===== config.mk =====
export PLATFORM = sky130hd
export DESIGN_NAME = clk_en_gen
export DESIGN_NICKNAME = d
export VERILOG_FILES = /design/src/rtl/clk_en_gen.sv
export SDC_FILE = /design/constraint.sdc
export NUM_CORES = 1
export LEC_CHECK = 0
export ABC_AREA = 0
export CAP_MARGIN = 0
export CORE_MARGIN = 3
export CORE_UTILIZATION = 55
export DETAILED_ROUTE_END_ITERATION = 8
export PLACE_DENSITY_LB_ADDON = 0.15
export SYNTH_ARGS = -nofsm -noshare
export SYNTH_HDL_FRONTEND = slang
export SYNTH_SLANG_ARGS = --single-unit
export TNS_END_PERCENT = 20

===== constraint.sdc =====
create_clock -name clk -period 5.4 [get_ports clk]
set_input_delay 1.08 -clock clk [delete_from_list [all_inputs] [get_ports clk]]
set_output_delay 1.08 -clock clk [all_outputs]
set_load 0.01 [all_outputs]

===== src/rtl/clk_en_gen.sv =====
// clk_en_gen: local-bus programmable multi-channel clock-enable and square-wave generator.
// Defining CLK_EN_GEN_TICK_CNT_EN adds a read-only 32-bit TICK counter per channel at BASE+24+ch.
module clk_en_gen #(
    parameter int          NUM_CH    = 2,
    parameter int          DIV_W     = 16,
    parameter logic [31:0] BASE_ADDR = 32'h0000_0040,
    parameter int          RST_DIV   = 4
) (
    input  logic              clk,
    input  logic              reset,
    input  logic              lb_wr,
    input  logic              lb_rd,
    input  logic [31:0]       lb_addr,
    input  logic [31:0]       lb_wr_d,
    output logic [31:0]       lb_rd_d,
    output logic              lb_rd_rdy,
    output logic [NUM_CH-1:0] ce,
    output logic [NUM_CH-1:0] sq
);

    localparam logic [DIV_W-1:0] RST_DIV_W    = DIV_W'(RST_DIV);
    localparam logic [DIV_W-1:0] RST_RELOAD_W = (RST_DIV == 0) ? '0 : DIV_W'(RST_DIV - 1);

    logic [DIV_W-1:0]  div_q   [NUM_CH];
    logic [DIV_W-1:0]  div_d   [NUM_CH];
    logic [DIV_W-1:0]  count_q [NUM_CH];
    logic [DIV_W-1:0]  count_d [NUM_CH];
    logic [NUM_CH-1:0] en_q, en_d;
    logic [NUM_CH-1:0] ce_q, ce_d;
    logic [NUM_CH-1:0] sq_q, sq_d;
    logic              rd_rdy_q, rd_rdy_d;
    logic [31:0]       rd_data_q, rd_data_d;
`ifdef CLK_EN_GEN_TICK_CNT_EN
    logic [31:0]       tick_q  [NUM_CH];
    logic [31:0]       tick_d  [NUM_CH];
`endif

    logic       addr_hit;
    logic [4:0] offset;
    logic [2:0] sel;
    logic       wr_div, wr_ctrl, wr_sync;
    logic       rd_hit;
    logic       unused_wr_d;

    assign addr_hit    = (lb_addr[31:5] == BASE_ADDR[31:5]);
    assign offset      = lb_addr[4:0];
    assign sel         = offset[2:0];
    assign wr_div      = lb_wr && addr_hit && (offset[4:3] == 2'b00);
    assign wr_ctrl     = lb_wr && addr_hit && (offset[4:3] == 2'b01);
    assign wr_sync     = lb_wr && addr_hit && (offset == 5'd16);
    assign unused_wr_d = ^lb_wr_d;

    // Counter reload value for a divisor; a divisor of 0 behaves like 1.
    function automatic logic [DIV_W-1:0] reload_of(input logic [DIV_W-1:0] div);
        return (div == '0) ? '0 : div - DIV_W'(1);
    endfunction

    // The active divisor is implicit in the counter: it is loaded from the shadow at each
    // terminal count, so shadow writes only ever shape the following period.
    always_comb begin
        for (int ch = 0; ch < NUM_CH; ch++) begin
            div_d[ch]   = div_q[ch];
            count_d[ch] = count_q[ch];
            en_d[ch]    = en_q[ch];
            ce_d[ch]    = 1'b0;
            sq_d[ch]    = sq_q[ch];
`ifdef CLK_EN_GEN_TICK_CNT_EN
            tick_d[ch]  = tick_q[ch];
`endif
            if (wr_div && (int'(sel) == ch)) begin
                div_d[ch] = lb_wr_d[DIV_W-1:0];
            end
            if (wr_ctrl && (int'(sel) == ch)) begin
                en_d[ch] = lb_wr_d[0];
            end

            if (wr_sync && lb_wr_d[ch]) begin
                count_d[ch] = reload_of(div_q[ch]);
                sq_d[ch]    = 1'b0;
`ifdef CLK_EN_GEN_TICK_CNT_EN
                tick_d[ch]  = '0;
`endif
            end else if (!en_q[ch]) begin
                count_d[ch] = reload_of(div_q[ch]);
            end else if (count_q[ch] == '0) begin
                ce_d[ch]    = 1'b1;
                sq_d[ch]    = ~sq_q[ch];
                count_d[ch] = reload_of(div_q[ch]);
`ifdef CLK_EN_GEN_TICK_CNT_EN
                tick_d[ch]  = tick_q[ch] + 32'd1;
`endif
            end else begin
                count_d[ch] = count_q[ch] - DIV_W'(1);
            end
        end
    end

    // Whole DIV/CTRL windows answer reads (absent channels read 0) so the map is fixed.
    always_comb begin
        rd_hit    = 1'b0;
        rd_data_d = '0;
        if (addr_hit) begin
            case (offset[4:3])
                2'b00: begin
                    rd_hit = 1'b1;
                    for (int ch = 0; ch < NUM_CH; ch++) begin
                        if (int'(sel) == ch) rd_data_d[DIV_W-1:0] = div_q[ch];
                    end
                end
                2'b01: begin
                    rd_hit = 1'b1;
                    for (int ch = 0; ch < NUM_CH; ch++) begin
                        if (int'(sel) == ch) rd_data_d[0] = en_q[ch];
                    end
                end
                2'b10: begin
                    rd_hit = (sel == 3'd0);
                end
                default: begin
`ifdef CLK_EN_GEN_TICK_CNT_EN
                    rd_hit = 1'b1;
                    for (int ch = 0; ch < NUM_CH; ch++) begin
                        if (int'(sel) == ch) rd_data_d = tick_q[ch];
                    end
`else
                    rd_hit = 1'b0;
`endif
                end
            endcase
        end
        rd_rdy_d = lb_rd && rd_hit;
        if (!rd_rdy_d) rd_data_d = '0;
    end

    always_ff @(posedge clk) begin
        if (reset) begin
            for (int ch = 0; ch < NUM_CH; ch++) begin
                div_q[ch]   <= RST_DIV_W;
                count_q[ch] <= RST_RELOAD_W;
`ifdef CLK_EN_GEN_TICK_CNT_EN
                tick_q[ch]  <= '0;
`endif
            end
            en_q      <= '0;
            ce_q      <= '0;
            sq_q      <= '0;
            rd_rdy_q  <= 1'b0;
            rd_data_q <= '0;
        end else begin
            for (int ch = 0; ch < NUM_CH; ch++) begin
                div_q[ch]   <= div_d[ch];
                count_q[ch] <= count_d[ch];
`ifdef CLK_EN_GEN_TICK_CNT_EN
                tick_q[ch]  <= tick_d[ch];
`endif
            end
            en_q      <= en_d;
            ce_q      <= ce_d;
            sq_q      <= sq_d;
            rd_rdy_q  <= rd_rdy_d;
            rd_data_q <= rd_data_d;
        end
    end

    assign ce        = ce_q;
    assign sq        = sq_q;
    assign lb_rd_rdy = rd_rdy_q;
    assign lb_rd_d   = rd_data_q;

endmodule


==> metrics.txt <==
ANT cells=0; share of cells above drive strength 1=0.0831; asr flop ratio synth=0; CTS tree=built; sequential fraction of the synthesis area=0.368; pwr dens=212 nW/µm²; fin crit period=3.40 ns; core area=8300 µm²; Detailed Route WL=11,900 µm; RePlAce Congestion=0.859; Core Rows=33; hold depth=2; Synth Cell Area=4730 µm²; WP buf/inv=2; CP Depth=7; vias per cell=5.95; # IOs=105; max_cap viols=0; Avg WL per Cell=16.3 µm; highest-delay cell along the critical path=nor2_1; leakage=1.98 nW; root buf cell=clkbuf_8; Adder-Cell Fraction of Synth Area=0.0159; Skew-Pair Late Insertion Delay=0.36 ns; f_max=0.294 GHz; die span in y=98.7 µm; DRC=0; total track usage=0.248; setup bufs post-CTS=0; Sum Neg Setup Slack=0 ns; remaining global-route overflow=0; final-report max-slew violation count=0; clk sink count=87; Clock Skew=0.0105 ns; Final #Nets=695; final hold violation count=0; post-synth top area cell=dfxtp_1; largest net degree at the start of global routing=64; I/O Buffers=72; post-synthesis mux area share=0.0368; area grow syn2layout=18.5%; hold buffers post-CTS=0; Util after Layout=0.675; Worst-Margin Slew=0.934 ns; ys flop type=dfxtp_1; unrepaired setup endpoints after global routing=no; type of the tightest min-delay check=flop to flop; cts repair resizes=0; Slew HR=0.375; Synth Warn #=0; H-Tree Depth=3; leading cell type in the layout, fill and taps excluded=dfxtp_1; XOR/XNOR share of the synthesized area=0.0815; Mapped Cells=571; first-pass GRT wire length=19,900 µm; # fillers=693; final setup fails=0; Hold WS=0.515 ns; Setup crit end kind=flop; 1st-iter DRT viols=311; Setup CP Type=primary input to flop; drt first pass iters=5; number of synthesized flops with an enable pin=0; Max stage delay on crit path=0.79 ns; vias in the first global route=4,189; syn avg cell area=8.28 µm²; clock slew at reported path FFs=0.09 ns; largest family of logic cells by synthesized area=simple AND/OR/NAND/NOR gates; Crit path max-delay family=simple AND/OR/NAND/NOR gates; critical path fanouts, max=22; Yosys reg bits=87; Cell variety after synth=56; DRT antenna net count=0; DR vias=4,348; cells on worst reg2reg path=7; cell breakdown of the critical path=clkdlybuf4s50_1 -> nor3_2 -> buf_4 -> and3_1 -> and4_1 -> nor2_1 -> mux2_2; commonest non-fill, non-tap cells in the layout=dfxtp_1, nand2_1, clkdlybuf4s50_1; Simple-Gate Fraction of Synth Area=0.295; Synth top area share=0.368; worst endpoint data arrival time=3.65 ns; synth top area cells=dfxtp_1, nand2_1, xor2_1; worst path required time=5.65 ns; outcome=complete, no violations; ratio of final minimum period to clock period=0.630; antenna violations before repair=0; CP Launch Type=primary input; VDD IR max=0.164 mV; Clock Path Buffers=2; Initial Util=0.570; CTS buffer count=9; Die W=98.7 µm; full die area=9750 µm²; detailed placement HPWL=8900 µm; complex-gate fraction of the synthesized area=0.134
==> layer usage <==
layer  part of all wire  vias to the layer above  track usage
met5                  0                        -            0
met4              0.017                        0       0.0704
met3              0.065                       21       0.0495
met2               0.50                      166        0.430
met1               0.42                     2039        0.313
li1                   -                     2122            -
==> per-stage QoR <==
stage	total power, W	instances	setup slack (ns)	cell area, µm²
6_report	0.00119	731	2.00	5610
4_1_cts	0.00119	731	1.99	5610
2_1_floorplan	0.000687	586	2.63	4780
5_1_grt	0.00123	731	1.85	5610
3_3_place_gp	0.000725	715	1.66	5400
3_5_place_dp	0.000726	715	1.59	5400
==> final timing paths <==
path                                     from        endpoint  slack (ns)
worst min register to register   div_q[0][12]    div_q[0][12]        0.52
worst min-delay path             div_q[0][12]    div_q[0][12]        0.52
worst max register to register  count_q[0][0]  count_q[0][14]        2.82
worst max-delay path               lb_addr[1]  count_q[0][11]        2.00
==> registers in the layout, indices dropped and copies added, names as in the netlist <==
register / flops
ce: 2
count_q: 32
div_q: 32
en_q: 2
lb_rd_d: 16
lb_rd_rdy: 1
sq: 2
==> cell usage after synthesis, types with 4 or more instances <==
| master | number |
|---|---|
| dfxtp_1 | 87 |
| nand2_1 | 76 |
| nor2_1 | 54 |
| a21oi_1 | 40 |
| clkbuf_1 | 25 |
| xor2_1 | 24 |
| nor4_1 | 21 |
| xnor2_1 | 20 |
| buf_4 | 18 |
| a22oi_1 | 16 |
| nor3_1 | 14 |
| o31ai_1 | 13 |
| nand4_1 | 12 |
| or4_1 | 12 |
| inv_1 | 11 |
| mux2_2 | 11 |
| nand3_1 | 11 |
| or3_1 | 10 |
| nor4_2 | 9 |
| ha_1 | 6 |
| o21ai_0 | 6 |
| mux2i_1 | 5 |
| a211oi_1 | 4 |
| a21o_1 | 4 |
| and4_1 | 4 |
| buf_2 | 4 |
| o311ai_0 | 4 |
==> power by group <==
group	internal [W]	switching, W
clock network	0.000223	0.000252
registers	0.000641	0.000000000000132
logic	0.0000372	0.0000332
total	0.000901	0.000286
==> cells by family after synthesis <==
group | Yosys count
AOI/OAI and AO/OA | 97
xor gates and xnor gates | 44
adders and majority gates | 6
buffers and inverters | 64
DFF | 87
muxes | 16
other | 1
and+or+nand+nor | 256
==> tightest hold or removal path, cell delays in order, from the launching register on <==
cell,delay [ns]
dfxtp_1,0.35
nand2_1,0.07
a21oi_1,0.05
==> final cells by class <==
| type | instances | area, µm² | area share |
|---|---|---|---|
| clock buffer | 9 | 124 | 0.0221 |
| sequential | 87 | 1740 | 0.311 |
| inverter | 11 | 41.3 | 0.00737 |
| clock inverter | 7 | 83.8 | 0.0150 |
| timing repair buffer | 77 | 753 | 0.134 |
| tap | 105 | 131 | 0.0234 |
| multi-input combinational | 435 | 2730 | 0.487 |
No activity file was read; power rests on OpenSTA's default activity.
